--- src/rtl/cfu_pkg.sv ---
// CFU-L0 status codes and the initiator state encoding.
package cfu_pkg;

  localparam int CFU_STATUS_W = 3;

  typedef enum logic [CFU_STATUS_W-1:0] {
    CFU_OK           = 3'd0,
    CFU_ERROR_CFU    = 3'd1,
    CFU_ERROR_OP     = 3'd2,
    CFU_ERROR_CUSTOM = 3'd3
  } cfu_status_t;

  typedef enum logic [1:0] {
    CFU_INIT_IDLE  = 2'd0,
    CFU_INIT_ISSUE = 2'd1,
    CFU_INIT_WAIT  = 2'd2,
    CFU_INIT_RESP  = 2'd3
  } cfu_init_state_t;

endpackage

--- src/rtl/common_pkg.sv ---
// Shared elaboration-time helpers for CFU-L0 blocks.
package common_pkg;

  localparam logic [31:0] CFU_LI_VERSION_1_0 = 32'h0100_0000;

  // Rejects parameter sets that a CFU-L0 port cannot carry.
  function automatic bit check_cfu_l0_params(
    input int unsigned version,
    input int unsigned n_cfus,
    input int unsigned cfu_id_w,
    input int unsigned func_id_w,
    input int unsigned data_w,
    input int unsigned latency
  );
    return (version == CFU_LI_VERSION_1_0) &&
           (cfu_id_w >= 1) && (cfu_id_w <= 16) &&
           (n_cfus >= 1) && (n_cfus <= (32'd1 << cfu_id_w)) &&
           (func_id_w >= 1) &&
           ((data_w == 32) || (data_w == 64)) &&
           (latency <= 7);
  endfunction

endpackage

--- src/rtl/sat_counter.sv ---
// Event counter that sticks at all-ones instead of wrapping.
module sat_counter #(
  parameter int W = 32
) (
  input  logic         clk,
  input  logic         rst_n,
  input  logic         inc,
  output logic [W-1:0] count
);

  always_ff @(posedge clk) begin
    if (!rst_n) begin
      count <= '0;
    end else if (inc && (count != {W{1'b1}})) begin
      count <= count + W'(1);
    end
  end

endmodule

--- src/rtl/cfu_l0_initiator.sv ---
// Requester-side CFU-L0 engine: one outstanding custom-function op, fixed-latency
// response capture, result held for the CPU, saturating op/error counters.
module cfu_l0_initiator
  import cfu_pkg::*;
  import common_pkg::*;
#(
  parameter logic [31:0] CFU_LI_VERSION = 32'h0100_0000,
  parameter int          CFU_N_CFUS     = 1,
  parameter int          CFU_CFU_ID_W   = 1,
  parameter int          CFU_FUNC_ID_W  = 10,
  parameter int          CFU_DATA_W     = 32,
  parameter int          CFU_LATENCY    = 0,
  parameter int          CNT_W          = 32
) (
  input  logic                     clk,
  input  logic                     rst_n,
  input  logic                     cpu_req_valid,
  output logic                     cpu_req_ready,
  input  logic [CFU_CFU_ID_W-1:0]  cpu_req_cfu,
  input  logic [CFU_FUNC_ID_W-1:0] cpu_req_func,
  input  logic [CFU_DATA_W-1:0]    cpu_req_data0,
  input  logic [CFU_DATA_W-1:0]    cpu_req_data1,
  output logic                     cpu_resp_valid,
  input  logic                     cpu_resp_ready,
  output logic [CFU_STATUS_W-1:0]  cpu_resp_status,
  output logic [CFU_DATA_W-1:0]    cpu_resp_data,
  output logic                     req_valid,
  output logic [CFU_CFU_ID_W-1:0]  req_cfu,
  output logic [CFU_FUNC_ID_W-1:0] req_func,
  output logic [CFU_DATA_W-1:0]    req_data0,
  output logic [CFU_DATA_W-1:0]    req_data1,
  input  logic [CFU_STATUS_W-1:0]  resp_status,
  input  logic [CFU_DATA_W-1:0]    resp_data,
  output logic [CNT_W-1:0]         n_ops,
  output logic [CNT_W-1:0]         n_errs
);

  localparam bit PARAMS_OK = check_cfu_l0_params(CFU_LI_VERSION, CFU_N_CFUS,
    CFU_CFU_ID_W, CFU_FUNC_ID_W, CFU_DATA_W, CFU_LATENCY);

  generate
    if (!PARAMS_OK) begin : g_bad_params
      $error("cfu_l0_initiator: unsupported CFU-L0 parameter set");
    end
  endgenerate

  localparam logic [CFU_CFU_ID_W:0] N_CFUS   = CFU_N_CFUS[CFU_CFU_ID_W:0];
  localparam logic [2:0]            LAT_LAST = 3'(CFU_LATENCY - 1);

  // Handshakes: a transfer happens on a clk edge where valid && ready are both
  // high; valid never waits on ready, and ready may depend on cpu_resp_ready.
  cfu_init_state_t             state;
  logic [2:0]                  lat_cnt;
  logic [CFU_STATUS_W-1:0]     status_q;
  logic [CFU_DATA_W-1:0]       data_q;
  logic                        resp_take;
  logic                        accept;
  logic                        cfu_ok;
  logic                        err_inc;

  assign resp_take     = (state == CFU_INIT_RESP) && cpu_resp_ready;
  assign cpu_req_ready = rst_n && ((state == CFU_INIT_IDLE) || resp_take);
  assign accept        = cpu_req_valid && cpu_req_ready;
  assign cfu_ok        = ({1'b0, cpu_req_cfu} < N_CFUS);
  assign err_inc       = resp_take && (status_q != CFU_OK);

  assign req_valid       = (state == CFU_INIT_ISSUE);
  assign cpu_resp_valid  = (state == CFU_INIT_RESP);
  assign cpu_resp_status = status_q;
  assign cpu_resp_data   = data_q;

  always_ff @(posedge clk) begin
    if (!rst_n) begin
      state     <= CFU_INIT_IDLE;
      lat_cnt   <= '0;
      req_cfu   <= '0;
      req_func  <= '0;
      req_data0 <= '0;
      req_data1 <= '0;
      status_q  <= '0;
      data_q    <= '0;
    end else begin
      case (state)
        CFU_INIT_IDLE, CFU_INIT_RESP: begin
          if (accept) begin
            if (cfu_ok) begin
              state     <= CFU_INIT_ISSUE;
              req_cfu   <= cpu_req_cfu;
              req_func  <= cpu_req_func;
              req_data0 <= cpu_req_data0;
              req_data1 <= cpu_req_data1;
            end else begin
              // Unknown CFU: answer locally, nothing reaches the CFU-L0 port.
              state    <= CFU_INIT_RESP;
              status_q <= CFU_ERROR_CFU;
              data_q   <= '0;
            end
          end else if (resp_take) begin
            state <= CFU_INIT_IDLE;
          end
        end
        CFU_INIT_ISSUE: begin
          if (CFU_LATENCY == 0) begin
            state    <= CFU_INIT_RESP;
            status_q <= resp_status;
            data_q   <= resp_data;
          end else begin
            state   <= CFU_INIT_WAIT;
            lat_cnt <= LAT_LAST;
          end
        end
        CFU_INIT_WAIT: begin
          if (lat_cnt == 3'd0) begin
            state    <= CFU_INIT_RESP;
            status_q <= resp_status;
            data_q   <= resp_data;
          end else begin
            lat_cnt <= lat_cnt - 3'd1;
          end
        end
        default: state <= CFU_INIT_IDLE;
      endcase
    end
  end

  sat_counter #(.W(CNT_W)) u_ops_cnt (
    .clk   (clk),
    .rst_n (rst_n),
    .inc   (resp_take),
    .count (n_ops)
  );

  sat_counter #(.W(CNT_W)) u_errs_cnt (
    .clk   (clk),
    .rst_n (rst_n),
    .inc   (err_inc),
    .count (n_errs)
  );

endmodule
--- config.mk ---
export PLATFORM = sky130hd
export DESIGN_NAME = cfu_l0_initiator
export DESIGN_NICKNAME = d
export VERILOG_FILES = /design/src/rtl/cfu_pkg.sv /design/src/rtl/common_pkg.sv /design/src/rtl/sat_counter.sv /design/src/rtl/cfu_l0_initiator.sv
export SDC_FILE = /design/constraint.sdc
export NUM_CORES = 1
export LEC_CHECK = 0
export BUFFER_PORTS_ARGS = -buffer_cell sky130_fd_sc_hd__buf_2
export CORE_UTILIZATION = 53
export CTS_BUF_LIST = sky130_fd_sc_hd__clkbuf_8
export DETAILED_ROUTE_END_ITERATION = 6
export PLACE_DENSITY = 0.87
export SLEW_MARGIN = 15
export SYNTH_ARGS = -nofsm -noshare
export SYNTH_HDL_FRONTEND = slang
export SYNTH_SLANG_ARGS = --single-unit
--- constraint.sdc ---
create_clock -name clk -period 3 [get_ports clk]
set_clock_uncertainty 0.05 [all_clocks]
set_input_delay 0.15 -clock clk [delete_from_list [all_inputs] [get_ports clk]]
set_output_delay 0.15 -clock clk [all_outputs]
set_load 0.02 [all_outputs]
Yosys cells after proc, flatten, opt, wreduce, memory -nomap -nowiden. Cells that the tools add are included.

Register bits: 179. Input bits: 114. Logic and storage cells: 52.

Add/subtract/negate cells: 3. Magnitude comparators: 1. Eq/ne operators: 9. Muxes and demuxes: 13. Bitwise gates (word level): 1. Reduce and logical (&&, ||, !) cells: 15.

Operators by type and width (number): 2-to-1 mux 32 bit (3); one-hot mux 32 bit (3 select lines) (1); adder 32 x 1 -> 32 bit (second input constant) (2); != test 32 bit (second input constant) (2); 2-to-1 mux 3 bit (3); one-hot mux 3 bit (3 select lines) (1); 2-to-1 mux 2 bit (4); logical AND 1 bit (6); != test 2 bit (second input constant) (3); one-hot mux 2 bit (3 select lines) (1); AND reduction 3 bit (2); equality test 2 bit (second input constant) (2); AND reduction 2 bit (2); logical NOT 3 bit (1); != test 3 bit (second input constant) (1); nonzero test 3 bit (1); subtractor 3 x 1 -> 3 bit (second input constant) (1); equality test 2 x 1 -> 1 bit (second input constant) (1); logical NOT 2 bit (1); OR reduction 2 bit (1); logical OR 1 bit (1); < comparator 1 bit (second input constant) (1); inverter 1 bit (1).

Depth between registers and ports, before layout. Gate-level depths: netlist of run 1.

Word-level depth: 7. Gate-level depth with buffers: 9. Depth with buffers taken out: 7.

Cells and area by module. A second synthesis of run 1 with hierarchy kept.

Cell total of the unflattened synthesis: 973. Area total of the unflattened synthesis: 8359.3 µm².

By module, submodules not included: cfu_l0_initiator (instances 1, cells each 576, area each 5019.8 µm²); sat_counter (u_errs_cnt) (instances 1, cells each 200, area each 1704.1 µm²); sat_counter (u_ops_cnt) (instances 1, cells each 197, area each 1635.3 µm²).

Worst setup path before layout of run 1. OpenSTA, ideal clock, no wires.

Path kind: register to register. From: register state[1]. To: register req_data0[0]. Data arrival time: 2.055 ns. Data required time: 2.818 ns. Path slack: 0.763 ns. Cell stages (with the launch flop): 10. Buffers on the path: 2. Period minus slack after synthesis: 2.237 ns. Cell sequence: dfxtp_1 > ha_1 > and2_1 > o21a_1 > nand2_1 > or3_1 > buf_2 > buf_1 > nand2_1 > a21oi_1.

Longest elaborated chain between the ends: 6. Elaborated cells between the ends (all ways): 8.

Ends and longest elaborated chain: start: declaration (line cfu_l0_initiator.sv:52) `cfu_init_state_t state;`; start signal: assignment (line cfu_l0_initiator.sv:74) `state <= CFU_INIT_IDLE;`; start signal: assignment (line cfu_l0_initiator.sv:87) `state <= CFU_INIT_ISSUE;`; start signal: assignment (line cfu_l0_initiator.sv:94) `state <= CFU_INIT_RESP;`; equality test 2 bit; net cpu_resp_valid (line cfu_l0_initiator.sv:23) `output logic cpu_resp_valid,`; logical AND 1 bit (line cfu_l0_initiator.sv:61) `assign resp_take = (state == CFU_INIT_RESP) && cpu_resp_ready;`; logical OR 1 bit (line cfu_l0_initiator.sv:62) `assign cpu_req_ready = rst_n && ((state == CFU_INIT_IDLE) || resp_take);`; logical AND 1 bit (line cfu_l0_initiator.sv:62); net cpu_req_ready (line cfu_l0_initiator.sv:18) `output logic cpu_req_ready,`; logical AND 1 bit (line cfu_l0_initiator.sv:63) `assign accept = cpu_req_valid && cpu_req_ready;`; AND reduction 3 bit (no source line); end signal: assignment (line cfu_l0_initiator.sv:90) `req_data0 <= cpu_req_data0;`; end: declaration (line cfu_l0_initiator.sv:30) `output logic [CFU_DATA_W-1:0] req_data0,`.

The timed path passes the listed nets, and every way through them passes these cells. A chain may end at the register's enable or synchronous reset.

Worst setup path after layout of run 1.
From: register state[0]. To: register req_data0[1].

Longest elaborated chain between the ends: 6. Elaborated cells between the ends (all ways): 8.

Ends and longest elaborated chain (line): equality test 2 bit (cfu_l0_initiator.sv:61, cfu_l0_initiator.sv:83); logical AND 1 bit (cfu_l0_initiator.sv:61); logical OR 1 bit (cfu_l0_initiator.sv:62); logical AND 1 bit (cfu_l0_initiator.sv:62); logical AND 1 bit (cfu_l0_initiator.sv:63); AND reduction 3 bit (no source line) *.

Mark *: on every way between the ends. The rest lies on a longest branch, timed or not.

==> run_summary.xml, run 1 <==
<?xml version="1.0" encoding="UTF-8"?>
<metrics>
  <group name="die">
    <metric name="core_area" unit="µm²">12700</metric>
    <metric name="floorplan.die.width" unit="µm">117</metric>
    <metric name="row_count" unit="">41</metric>
    <metric name="fp.dieArea" unit="µm²">13700</metric>
    <metric name="pin_count" unit="">291</metric>
    <metric name="die_h" unit="µm">117</metric>
    <metric name="start_util" unit="%">55.0</metric>
  </group>
  <group name="finish">
    <metric name="final_layout_size_suffix_gt1_share" unit="%">29.6</metric>
    <metric name="most_common_cell_after_layout_fill_and_taps_aside" unit="">buf_2</metric>
    <metric name="layout.cell_area.non_filler" unit="µm²">10100</metric>
    <metric name="nets" unit="">1300</metric>
    <metric name="most-common-layout-cells" unit="">290 x buf_2, 179 x dfxtp_1, 175 x nand2_1</metric>
    <metric name="area_growth_from_synthesis_to_layout" unit="%">44.0</metric>
    <metric name="stdcell_count" unit="">1363</metric>
  </group>
  <group name="grt">
    <metric name="grt_start_max_net_pins" unit="">113</metric>
    <metric name="grt_antenna_before_repair" unit="">1</metric>
    <metric name="grt_pass1_wl" unit="mm">35.6</metric>
    <metric name="grt.overflow.total" unit="">0</metric>
    <metric name="first_global_vias" unit="">7289</metric>
    <metric name="grt_usage" unit="%">34.0</metric>
  </group>
  <group name="timing">
    <metric name="worst_slew_margin_rel" unit="%">48.1</metric>
    <metric name="post_route_setup_tns" unit="ns">0</metric>
    <metric name="drv_slew" unit="">0</metric>
    <metric name="postLayoutSetupSlackWorst" unit="ns">0.515</metric>
    <metric name="hold_slack" unit="ns">0.0598</metric>
    <metric name="rsz0062_at_grt" unit="">false</metric>
    <metric name="finalSetupViolCount" unit="">0</metric>
    <metric name="period_needed" unit="ns">2.48</metric>
    <metric name="max_freq" unit="MHz">402</metric>
    <metric name="worst_slew_pin_slew" unit="ns">0.779</metric>
    <metric name="timing.final.hold_violations" unit="">0</metric>
    <metric name="final.period_utilization" unit="%">82.8</metric>
  </group>
  <group name="clocking">
    <metric name="tritoncts.num_buffers" unit="">17</metric>
    <metric name="cts_clock_pin_slew_for_the_worst_setup_and_hold_paths" unit="ns">0.08</metric>
    <metric name="worstSkewPairLatency" unit="ns">0.46</metric>
    <metric name="htree_levels" unit="">4</metric>
    <metric name="cts_tree" unit="">done</metric>
    <metric name="clockBufferDepth" unit="">2</metric>
    <metric name="cts_sinks" unit="">179</metric>
    <metric name="cts_root_cell" unit="">clkbuf_8</metric>
    <metric name="cts_setup_buffers" unit="">0</metric>
  </group>
  <group name="detailed_routing">
    <metric name="drt-vias-per-instance" unit="">5.50</metric>
    <metric name="avgRoutedWirePerCell" unit="µm">17.3</metric>
    <metric name="drt-total-wl" unit="mm">23.5</metric>
    <metric name="initialDrtViolationCount" unit="">660</metric>
    <metric name="vias_post_dr" unit="">7491</metric>
    <metric name="detail_route.first_pass.iterations" unit="">7</metric>
    <metric name="postRouteAntennaNets" unit="">0</metric>
    <metric name="drc_violations_left" unit="">2</metric>
  </group>
  <group name="worst_setup_path">
    <metric name="timing_startpoint_of_the_critical_path" unit="">state[0]</metric>
    <metric name="r2r-start" unit="">state[0]</metric>
    <metric name="cp_max_fo" unit="">73</metric>
    <metric name="worst-endpoint-arrival" unit="ns">2.79</metric>
    <metric name="worstSetupEndpointType" unit="">flop</metric>
    <metric name="critical_path_class" unit="">flop to flop</metric>
    <metric name="critical_path.startpoint_type" unit="">flop</metric>
    <metric name="required_time_of_the_worst_setup_path" unit="ns">3.31</metric>
  </group>
  <group name="logic_synthesis">
    <metric name="syn-mean-instance-area" unit="µm²">8.82</metric>
    <metric name="ys_top_cells_by_area" unit="">dfxtp_1 51%, nand2_1 9.4%, a21oi_1 6.1%</metric>
    <metric name="ys_ff_latch" unit="">179</metric>
    <metric name="post_synth_xor_area_fraction" unit="%">6.26</metric>
    <metric name="yosysWarnings" unit="">0</metric>
    <metric name="yosys.area.top_type_share" unit="%">51.2</metric>
    <metric name="post-synth-top-area-cell" unit="">dfxtp_1</metric>
    <metric name="synthesized_netlist_net_count" unit="">916</metric>
    <metric name="synth_compound_gate_area_share" unit="%">13.4</metric>
    <metric name="seq_area_frac_synth" unit="%">51.2</metric>
    <metric name="async_flop_share" unit="%">0</metric>
    <metric name="number_of_synthesized_flops_with_an_enable_pin" unit="">0</metric>
    <metric name="main_combinational_cell_family_by_area_after_synthesis" unit="">simple AND/OR/NAND/NOR gates</metric>
    <metric name="syn_area" unit="µm²">7000</metric>
    <metric name="post_synth_fa_ha_maj_area_fraction" unit="%">1.43</metric>
    <metric name="synth_cell_type_count" unit="">51</metric>
    <metric name="synthSimpleGateAreaFrac" unit="%">24.5</metric>
    <metric name="muxShareOfSynthArea" unit="%">0</metric>
    <metric name="primary_flip_flop_cell_chosen_by_synthesis_mapping" unit="">dfxtp_1</metric>
    <metric name="netlist_instances" unit="">794</metric>
  </group>
  <group name="pwr">
    <metric name="cellPowerDensity" unit="nW/µm²">615</metric>
    <metric name="vdd_ir_drop_max" unit="V">0.000590</metric>
    <metric name="power.static_leakage" unit="nW">4.54</metric>
  </group>
  <group name="placement">
    <metric name="area_of_placed_instances" unit="µm²">8570</metric>
    <metric name="hpwl" unit="mm">13.0</metric>
    <metric name="place.port_buffers" unit="">290</metric>
    <metric name="gp_routability_congestion" unit="">0.888</metric>
    <metric name="preCtsSetupSlack" unit="ns">0.654</metric>
    <metric name="post-place-cells" unit="">1221</metric>
  </group>
  <group name="hold_path">
    <metric name="min-delay-start" unit="">cpu_req_cfu</metric>
    <metric name="timing.hold.worst.class" unit="">primary input to flop</metric>
  </group>
  <group name="run">
    <metric name="cap_violations" unit="">0</metric>
  </group>
  <group name="outcome">
    <metric name="violations" unit="">design-rule violations</metric>
    <metric name="run_status" unit="">finished with violations</metric>
  </group>
</metrics>
registers in the layout (all words and copies together), names as in the netlist:
name,count
req_data0,32
u_errs_cnt.count,32
lat_cnt,3
req_data1,32
state,2
cpu_resp_status,3
req_cfu,1
u_ops_cnt.count,32
req_func,10
cpu_resp_data,32
cell usage after synthesis (all sizes together), types with 7 or more instances:
| cell type | instances |
|---|---|
| nand2 | 177 |
| dfxtp | 179 |
| or3 | 7 |
| nand3 | 32 |
| nor3 | 7 |
| xor2 | 45 |
| o21ai | 12 |
| nand4 | 37 |
| and3 | 8 |
| nor2 | 63 |
| a21oi | 85 |
| buf | 19 |
| ha | 8 |
| inv | 10 |
| a22o | 34 |
| clkbuf | 23 |
worst max-delay path: stages, from the launching register on:
cell     delay [ns]
dfxtp_1        0.34
ha_1           0.25
and2_1         0.23
o21a_1         0.20
nand2_1        0.09
or3_2          0.13
buf_4          0.58
nand2_1        0.15
a21oi_1        0.29
metal layers:
layer / routed length [µm] / GRT usage [%] / vias up
li1: - / - / 3501
met1: 8700 / 35.3 / 3464
met2: 11700 / 58.4 / 413
met3: 2060 / 13.6 / 111
met4: 1030 / 19.7 / 2
met5: 13 / 0 / -
report_power, final:
part	internal [W]	switching (W)	leakage [nW]	total, W
registers	0.00267	0.000205	1.45	0.00287
logic	0.000607	0.00103	2.88	0.00163
clock network	0.000850	0.000847	0.201	0.00170
total	0.00412	0.00208	4.54	0.00620
layout make-up:
class / instances / area (µm²)
repair buffers: 407 / 2630
diodes: 1 / 2.50
multi-input cells: 563 / 3200
clock buffers: 19 / 262
well taps: 172 / 215
clock inverters: 12 / 143
inverters: 10 / 40.0
fillers: 758 / 2640
flip-flops and latches: 179 / 3580
worst paths after layout:
kind	endpoint	slack [ns]	cells after the start
max	req_data0[1]	0.52	8
max reg2reg	req_data0[1]	0.52	8
min	req_cfu	0.06	3
min reg2reg	req_data1[21]	0.40	2
kinds of logic after synthesis:
| family | count (synthesis) |
|---|---|
| buffers and inverters | 52 |
| and+or+nand+nor | 357 |
| DFF | 179 |
| xor gates and xnor gates | 50 |
| AOI/OAI and AO/OA | 148 |
| adders and majority gates | 8 |
timing repair:
action / CTS / global route
hold buffers: 110 / 0
gates resized for setup: 0 / 0
hold endpoints to repair: 109 / 0
stage by stage:
step	total power (W)	utilization (%)
after global routing	0.00645	79.2
after CTS	0.00610	79.2
after floorplan	0.00380	-
after detailed placement	0.00433	67.4
after global placement	0.00430	67.4
final	0.00620	79.2
(Power assumes the default switching activity.)
==> run 2, diff against run 1 <==
--- a/config.mk
+++ b/config.mk
@@ -5,11 +5,12 @@
 export SDC_FILE = /design/constraint.sdc
 export NUM_CORES = 1
 export LEC_CHECK = 0
+export ABC_AREA = 1
 export BUFFER_PORTS_ARGS = -buffer_cell sky130_fd_sc_hd__buf_2
-export CORE_UTILIZATION = 53
+export CORE_UTILIZATION = 51
 export CTS_BUF_LIST = sky130_fd_sc_hd__clkbuf_8
 export DETAILED_ROUTE_END_ITERATION = 6
-export PLACE_DENSITY = 0.87
+export PLACE_DENSITY = 0.82
 export SLEW_MARGIN = 15
 export SYNTH_ARGS = -nofsm -noshare
 export SYNTH_HDL_FRONTEND = slang
==> constraint.sdc (replaced) <==
create_clock -name clk -period 2.31 [get_ports clk]
set_clock_uncertainty 0.05 [all_clocks]
set_input_delay 0.1155 -clock clk [delete_from_list [all_inputs] [get_ports clk]]
set_output_delay 0.1155 -clock clk [all_outputs]
set_load 0.02 [all_outputs]
==> run 2 against run 1 <==
Compared with the run above:
- the flow still finishes with violations (design-rule violations)
- core utilization decreased by 7.1 points
- critical path depth is 1 lower
- setup slack worse by 0.29 ns
- cell count rose by 29%
- critical path type unchanged
- critical endpoint is now req_data1[29]
==> run_summary.xml, run 2 <==
<?xml version="1.0" encoding="UTF-8"?>
<metrics>
  <group name="logic_synthesis">
    <metric name="synthesized_netlist_net_count" unit="">1294</metric>
    <metric name="syn_area" unit="µm²">7920</metric>
    <metric name="number_of_synthesized_flops_with_an_enable_pin" unit="">0</metric>
    <metric name="ys_ff_latch" unit="">179</metric>
    <metric name="syn-mean-instance-area" unit="µm²">6.76</metric>
    <metric name="yosys.area.top_type_share" unit="%">45.3</metric>
    <metric name="ys_top_cells_by_area" unit="">dfxtp_1 45%, nor2_1 15%, nand2_1 12%</metric>
    <metric name="primary_flip_flop_cell_chosen_by_synthesis_mapping" unit="">dfxtp_1</metric>
    <metric name="post-synth-top-area-cell" unit="">dfxtp_1</metric>
    <metric name="netlist_instances" unit="">1172</metric>
    <metric name="synth_commonest_cells" unit="">309 x nor2_1, 261 x nand2_1, 179 x dfxtp_1</metric>
    <metric name="synth_cell_type_count" unit="">30</metric>
    <metric name="yosysWarnings" unit="">0</metric>
    <metric name="seq_area_frac_synth" unit="%">45.3</metric>
    <metric name="async_flop_share" unit="%">0</metric>
    <metric name="most_frequent_cell_after_synthesis" unit="">nor2_1</metric>
  </group>
  <group name="finish">
    <metric name="final_layout_size_suffix_gt1_share" unit="%">22.8</metric>
    <metric name="n_antenna_cell" unit="">0</metric>
    <metric name="nets" unit="">1674</metric>
    <metric name="most-common-layout-cells" unit="">309 x nor2_1, 289 x buf_2, 261 x nand2_1</metric>
    <metric name="most_common_cell_after_layout_fill_and_taps_aside" unit="">nor2_1</metric>
    <metric name="area_growth_from_synthesis_to_layout" unit="%">38.5</metric>
  </group>
  <group name="detailed_routing">
    <metric name="detail_route.first_pass.iterations" unit="">7</metric>
    <metric name="drt-total-wl" unit="mm">27.4</metric>
    <metric name="postRouteAntennaNets" unit="">0</metric>
    <metric name="drt-vias-per-instance" unit="">5.38</metric>
    <metric name="avgRoutedWirePerCell" unit="µm">15.7</metric>
    <metric name="vias_post_dr" unit="">9419</metric>
    <metric name="initialDrtViolationCount" unit="">749</metric>
    <metric name="drc_violations_left" unit="">1</metric>
  </group>
  <group name="pwr">
    <metric name="cellPowerDensity" unit="nW/µm²">773</metric>
    <metric name="power.static_leakage" unit="nW">5.28</metric>
    <metric name="vdd_ir_drop_max" unit="V">0.000846</metric>
    <metric name="fin_total_pwr" unit="W">0.00848</metric>
  </group>
  <group name="outcome">
    <metric name="violations" unit="">design-rule violations</metric>
    <metric name="run_status" unit="">finished with violations</metric>
  </group>
  <group name="worst_setup_path">
    <metric name="cp_max_fo" unit="">74</metric>
    <metric name="critical_path.startpoint_type" unit="">flop</metric>
    <metric name="worst-endpoint-arrival" unit="ns">2.41</metric>
    <metric name="worstSetupEndpointType" unit="">flop</metric>
    <metric name="required_time_of_the_worst_setup_path" unit="ns">2.64</metric>
    <metric name="critical_path_class" unit="">flop to flop</metric>
  </group>
  <group name="clocking">
    <metric name="worstSkewPairLatency" unit="ns">0.46</metric>
    <metric name="cts-resized-gates" unit="">0</metric>
    <metric name="clockBufferDepth" unit="">2</metric>
    <metric name="htree_levels" unit="">4</metric>
    <metric name="cts_setup_buffers" unit="">0</metric>
    <metric name="cts_sinks" unit="">179</metric>
    <metric name="cts_root_cell" unit="">clkbuf_8</metric>
    <metric name="postCtsHoldBufs" unit="">109</metric>
    <metric name="cts_tree" unit="">done</metric>
    <metric name="tritoncts.num_buffers" unit="">17</metric>
    <metric name="cts_clock_pin_slew_for_the_worst_setup_and_hold_paths" unit="ns">0.09</metric>
  </group>
  <group name="timing">
    <metric name="rsz0062_at_grt" unit="">false</metric>
    <metric name="worst_slew_margin_rel" unit="%">67.9</metric>
    <metric name="post_route_setup_tns" unit="ns">0</metric>
    <metric name="period_needed" unit="ns">2.08</metric>
    <metric name="finalSetupViolCount" unit="">0</metric>
    <metric name="max_freq" unit="MHz">481</metric>
    <metric name="timing.final.hold_violations" unit="">0</metric>
    <metric name="worst_slew_pin_slew" unit="ns">0.481</metric>
    <metric name="drv_slew" unit="">0</metric>
    <metric name="final.period_utilization" unit="%">90.1</metric>
  </group>
  <group name="die">
    <metric name="core_area" unit="µm²">15200</metric>
    <metric name="fp.dieArea" unit="µm²">16000</metric>
    <metric name="floorplan.die.width" unit="µm">127</metric>
    <metric name="start_util" unit="%">52.1</metric>
    <metric name="die_h" unit="µm">127</metric>
    <metric name="row_count" unit="">45</metric>
    <metric name="pin_count" unit="">291</metric>
  </group>
  <group name="placement">
    <metric name="hpwl" unit="mm">16.1</metric>
    <metric name="place.port_buffers" unit="">290</metric>
    <metric name="gp_routability_congestion" unit="">0.943</metric>
  </group>
  <group name="grt">
    <metric name="grt_antenna_before_repair" unit="">0</metric>
    <metric name="first_global_vias" unit="">9038</metric>
    <metric name="grt_usage" unit="%">34.2</metric>
    <metric name="grt_pass1_wl" unit="mm">43.6</metric>
    <metric name="grt.overflow.total" unit="">0</metric>
    <metric name="grt_start_max_net_pins" unit="">104</metric>
  </group>
  <group name="hold_path">
    <metric name="timing.hold.worst.class" unit="">primary input to flop</metric>
  </group>
  <group name="run">
    <metric name="cap_violations" unit="">0</metric>
  </group>
</metrics>
[run 2: cell count changes in the layout (fill, tap and decap cells not counted), sizes merged, moves of 7 or more]
cell	before	now
a21oi	85	78
a22o	34	0
nand2	177	266
nand3	32	67
nor2	63	321
inv	14	81
o21ai	12	82
and3	8	0
xor2	45	3
or3	7	0
nand4	37	17
[run 2: logic make-up (layout without fill, tap and decap cells)]
logic type / Yosys count / in the layout / share of synthesized area [%]
compound gates: 166 / 166 / 10.7
xor+xnor: 4 / 4 / 0.443
fa+ha+maj: 8 / 8 / 1.26
buf+inv: 127 / 519 / 6.86
flops: 179 / 179 / 45.3
simple gates: 688 / 688 / 35.5
[run 2: stage by stage]
| step | utilization [%] | std cells | worst slack [ns] | cell area (µm²) | hold slack [ns] |
|---|---|---|---|---|---|
| after global placement | 62.5 | 1612 | 0.398 | 9500 | 0.285 |
| after CTS | 72.1 | 1752 | 0.315 | 11000 | 0.00585 |
| final | 72.1 | 1752 | 0.229 | 11000 | 0.0263 |
| after detailed placement | 62.5 | 1612 | 0.338 | 9500 | 0.293 |
| after global routing | 72.1 | 1752 | 0.0696 | 11000 | 0.0319 |
| after floorplan | - | 1172 | 0.489 | 7920 | 0.200 |
[run 2: routing by layer]
metal / vias up / track usage, % / wire (µm)
met3: 152 / 9.32 / 2050
met5: - / 0 / 0
met2: 489 / 59.2 / 13400
met4: 0 / 21.5 / 1700
met1: 4294 / 37.1 / 10300
li1: 4484 / - / -
[run 2: cell type report]
cell class | instances | area (µm²)
Sequential cell | 179 | 3580
Clock inverter | 13 | 124
Multi-Input combinational cell | 866 | 3800
Inverter | 76 | 285
Tap cell | 188 | 235
Timing Repair Buffer | 412 | 2690
Clock buffer | 18 | 248
Fill cell | 1148 | 4240
[run 2: critical path: stages, from the launching register on]
cell     delay [ns]
dfxtp_1        0.37
inv_1          0.09
ha_1           0.31
or2_2          0.32
nor2_4         0.16
buf_12         0.27
o21ai_0        0.21
nor2_1         0.19
[run 2: final timing paths]
kind              startpoint                   end  slack (ns)  cells after the start
setup / recovery    state[0]         req_data1[29]        0.23                      7
hold / removal         rst_n  u_errs_cnt.count[10]        0.03                      3
setup reg to reg    state[0]         req_data1[29]        0.23                      7
hold reg to reg      req_cfu               req_cfu        0.42                      2
[run 2: report_power, final]
part	switching, W	total (W)	internal, W
logic	0.00174	0.00262	0.000881
clock network	0.00120	0.00209	0.000896
registers	0.000254	0.00376	0.00351
total	0.00319	0.00848	0.00529
==> run 3, diff against run 2 <==
--- a/config.mk
+++ b/config.mk
@@ -5,12 +5,11 @@
 export SDC_FILE = /design/constraint.sdc
 export NUM_CORES = 1
 export LEC_CHECK = 0
-export ABC_AREA = 1
 export BUFFER_PORTS_ARGS = -buffer_cell sky130_fd_sc_hd__buf_2
-export CORE_UTILIZATION = 51
+export CORE_UTILIZATION = 50
 export CTS_BUF_LIST = sky130_fd_sc_hd__clkbuf_8
 export DETAILED_ROUTE_END_ITERATION = 6
-export PLACE_DENSITY = 0.82
+export PLACE_DENSITY = 0.83
 export SLEW_MARGIN = 15
 export SYNTH_ARGS = -nofsm -noshare
 export SYNTH_HDL_FRONTEND = slang
==> run 3 against run 2 <==
Compared with the run above:
- the flow still finishes with violations (design-rule violations)
- hold slack better by 0.0088 ns
- cell area down 7.4%
- fmax down 5.6%
- combinational power down 18%
- clock power about the same
- global-route usage down 4.0 points
- critical endpoint is now req_data0[10]
==> run_summary.xml, run 3 (same netlist as run 1, synthesis figures left out) <==
<?xml version="1.0" encoding="UTF-8"?>
<metrics>
  <group name="timing">
    <metric name="worst_slew_pin_slew" unit="ns">0.636</metric>
    <metric name="finalSetupViolCount" unit="">0</metric>
    <metric name="worst_slew_margin_rel" unit="%">57.4</metric>
    <metric name="timing.final.hold_violations" unit="">0</metric>
    <metric name="final.period_utilization" unit="%">95.4</metric>
    <metric name="period_needed" unit="ns">2.20</metric>
    <metric name="post_route_setup_tns" unit="ns">0</metric>
    <metric name="drv_slew" unit="">0</metric>
    <metric name="max_freq" unit="MHz">454</metric>
    <metric name="rsz0062_at_grt" unit="">false</metric>
  </group>
  <group name="worst_setup_path">
    <metric name="cell_at_the_slowest_stage_of_the_critical_path" unit="">or3_2</metric>
    <metric name="cpLargestDelayFamily" unit="">simple AND/OR/NAND/NOR gates</metric>
    <metric name="worstSetupEndpointType" unit="">flop</metric>
    <metric name="required_time_of_the_worst_setup_path" unit="ns">2.58</metric>
    <metric name="worst-endpoint-arrival" unit="ns">2.47</metric>
    <metric name="timing.critical_path.mode_cell" unit="">nand2_1</metric>
    <metric name="max_stage_delay" unit="ns">0.44</metric>
    <metric name="critical_path.startpoint_type" unit="">flop</metric>
    <metric name="cp_max_fo" unit="">75</metric>
    <metric name="crit_chain" unit="">ha_2, and2_2, o21a_1, nand2_1, or3_2, buf_12, nand2_1, a21oi_1</metric>
    <metric name="worst-path-buf-inv" unit="">1</metric>
    <metric name="critical_path_class" unit="">flop to flop</metric>
  </group>
  <group name="detailed_routing">
    <metric name="drt-vias-per-instance" unit="">5.31</metric>
    <metric name="drc_violations_left" unit="">3</metric>
    <metric name="initialDrtViolationCount" unit="">505</metric>
    <metric name="vias_post_dr" unit="">7311</metric>
    <metric name="postRouteAntennaNets" unit="">0</metric>
    <metric name="drt-total-wl" unit="mm">22.5</metric>
    <metric name="avgRoutedWirePerCell" unit="µm">16.3</metric>
    <metric name="detail_route.first_pass.iterations" unit="">7</metric>
  </group>
  <group name="finish">
    <metric name="area_growth_from_synthesis_to_layout" unit="%">45.1</metric>
    <metric name="layout.area.seq" unit="µm²">3580</metric>
    <metric name="finalCoreUtilization" unit="%">75.5</metric>
    <metric name="stdcell_count" unit="">1378</metric>
    <metric name="nets" unit="">1308</metric>
    <metric name="most_common_cell_after_layout_fill_and_taps_aside" unit="">buf_2</metric>
    <metric name="final_layout_size_suffix_gt1_share" unit="%">30.8</metric>
    <metric name="area_of_the_multi_input_gates" unit="µm²">3220</metric>
    <metric name="fillCellCount" unit="">902</metric>
    <metric name="most-common-layout-cells" unit="">290 x buf_2, 178 x dfxtp_1, 175 x nand2_1</metric>
  </group>
  <group name="clocking">
    <metric name="cts_tree" unit="">done</metric>
    <metric name="clockBufferDepth" unit="">2</metric>
    <metric name="tritoncts.num_buffers" unit="">17</metric>
    <metric name="cts_setup_buffers" unit="">0</metric>
    <metric name="cts_sinks" unit="">179</metric>
    <metric name="cts_clock_pin_slew_for_the_worst_setup_and_hold_paths" unit="ns">0.10</metric>
    <metric name="cts_root_cell" unit="">clkbuf_8</metric>
    <metric name="htree_levels" unit="">4</metric>
    <metric name="worstSkewPairLatency" unit="ns">0.45</metric>
  </group>
  <group name="pwr">
    <metric name="cellPowerDensity" unit="nW/µm²">779</metric>
    <metric name="vdd_ir_drop_max" unit="V">0.000773</metric>
    <metric name="power.static_leakage" unit="nW">4.58</metric>
  </group>
  <group name="outcome">
    <metric name="violations" unit="">design-rule violations</metric>
    <metric name="run_status" unit="">finished with violations</metric>
  </group>
  <group name="die">
    <metric name="row_count" unit="">42</metric>
    <metric name="pin_count" unit="">291</metric>
    <metric name="die_h" unit="µm">120</metric>
    <metric name="core_area" unit="µm²">13500</metric>
    <metric name="floorplan.die.width" unit="µm">120</metric>
    <metric name="fp.dieArea" unit="µm²">14500</metric>
    <metric name="start_util" unit="%">52.0</metric>
  </group>
  <group name="run">
    <metric name="cap_violations" unit="">0</metric>
  </group>
  <group name="placement">
    <metric name="gp_routability_congestion" unit="">0.858</metric>
    <metric name="hpwl" unit="mm">13.3</metric>
    <metric name="post-place-cells" unit="">1234</metric>
    <metric name="place.port_buffers" unit="">290</metric>
  </group>
  <group name="grt">
    <metric name="first_global_vias" unit="">7023</metric>
    <metric name="grt_start_max_net_pins" unit="">76</metric>
    <metric name="grt_antenna_before_repair" unit="">3</metric>
    <metric name="grt_pass1_wl" unit="mm">34.2</metric>
    <metric name="grt_usage" unit="%">30.1</metric>
    <metric name="grt.overflow.total" unit="">0</metric>
  </group>
  <group name="hold_path">
    <metric name="timing.hold.worst.class" unit="">primary input to flop</metric>
  </group>
</metrics>
run 3: cell count changes in the layout (fill, tap and decap cells not counted), moves of 17 or more:
cell     delta
nand4_1    +17
o21ai_0    -69
inv_1      -63
nand3_1    -36
nand2_1    -86
nor2_1    -252
xor2_1     +42
a22o_1     +34
run 3: cell type report:
cell class | instances | share of cell area [%]
Sequential cell | 179 | 35.3
Multi-Input combinational cell | 563 | 31.7
Timing Repair Buffer | 415 | 26.6
Clock buffer | 20 | 2.71
Tap cell | 176 | 2.17
Clock inverter | 11 | 1.02
Inverter | 10 | 0.394
Antenna cell | 4 | 0.0986
run 3: path summary, 6_finish.rpt:
path           startpoint                   to  slack, ns  cells past startpoint
max              state[1]        req_data0[10]       0.11                      8
min                 rst_n  u_ops_cnt.count[25]       0.04                      2
max reg2reg      state[1]        req_data0[10]       0.11                      8
min reg2reg  req_data0[1]         req_data0[1]       0.40                      2
run 3: power breakdown:
group / switching (W) / total (W) / leakage, nW / internal [W]
clock: 0.00112 / 0.00206 / 0.191 / 0.000940
combinational: 0.00133 / 0.00214 / 2.93 / 0.000817
sequential: 0.000245 / 0.00371 / 1.45 / 0.00347
total: 0.00269 / 0.00791 / 4.58 / 0.00522
run 3: worst register-to-register path, stage by stage, from the launching register on:
cell	delay (ns)
dfxtp_1	0.40
ha_2	0.25
and2_2	0.21
o21a_1	0.15
nand2_1	0.08
or3_2	0.44
buf_12	0.21
nand2_1	0.19
a21oi_1	0.09
run 3: timing repair:
item | CTS | global route
gates resized for setup | 0 | 5
setup endpoints to repair | 0 | 81
hold buffers | 109 | 0
endpoints found under the hold margin | 109 | 0
run 3: per-stage QoR:
step                      cell area, µm²  setup WS [ns]  hold WS (ns)  total power [W]
after global placement              8660          0.200         0.274          0.00563
after CTS                          10100         0.0855       0.00373          0.00784
final                              10200          0.106        0.0351          0.00791
after floorplan                     7000         0.0728         0.191          0.00493
after detailed placement            8660         0.0880         0.281          0.00567
after global routing               10200        0.00306        0.0317          0.00824
run 3: metal layers:
metal  vias up  global-route usage, %  wire [µm]
li1       3513                      -          -
met1      3380                   32.4       8550
met2       339                   52.6      11200
met3        79                   9.25       1740
met4         0                   16.6        941
met5         -                      0          0
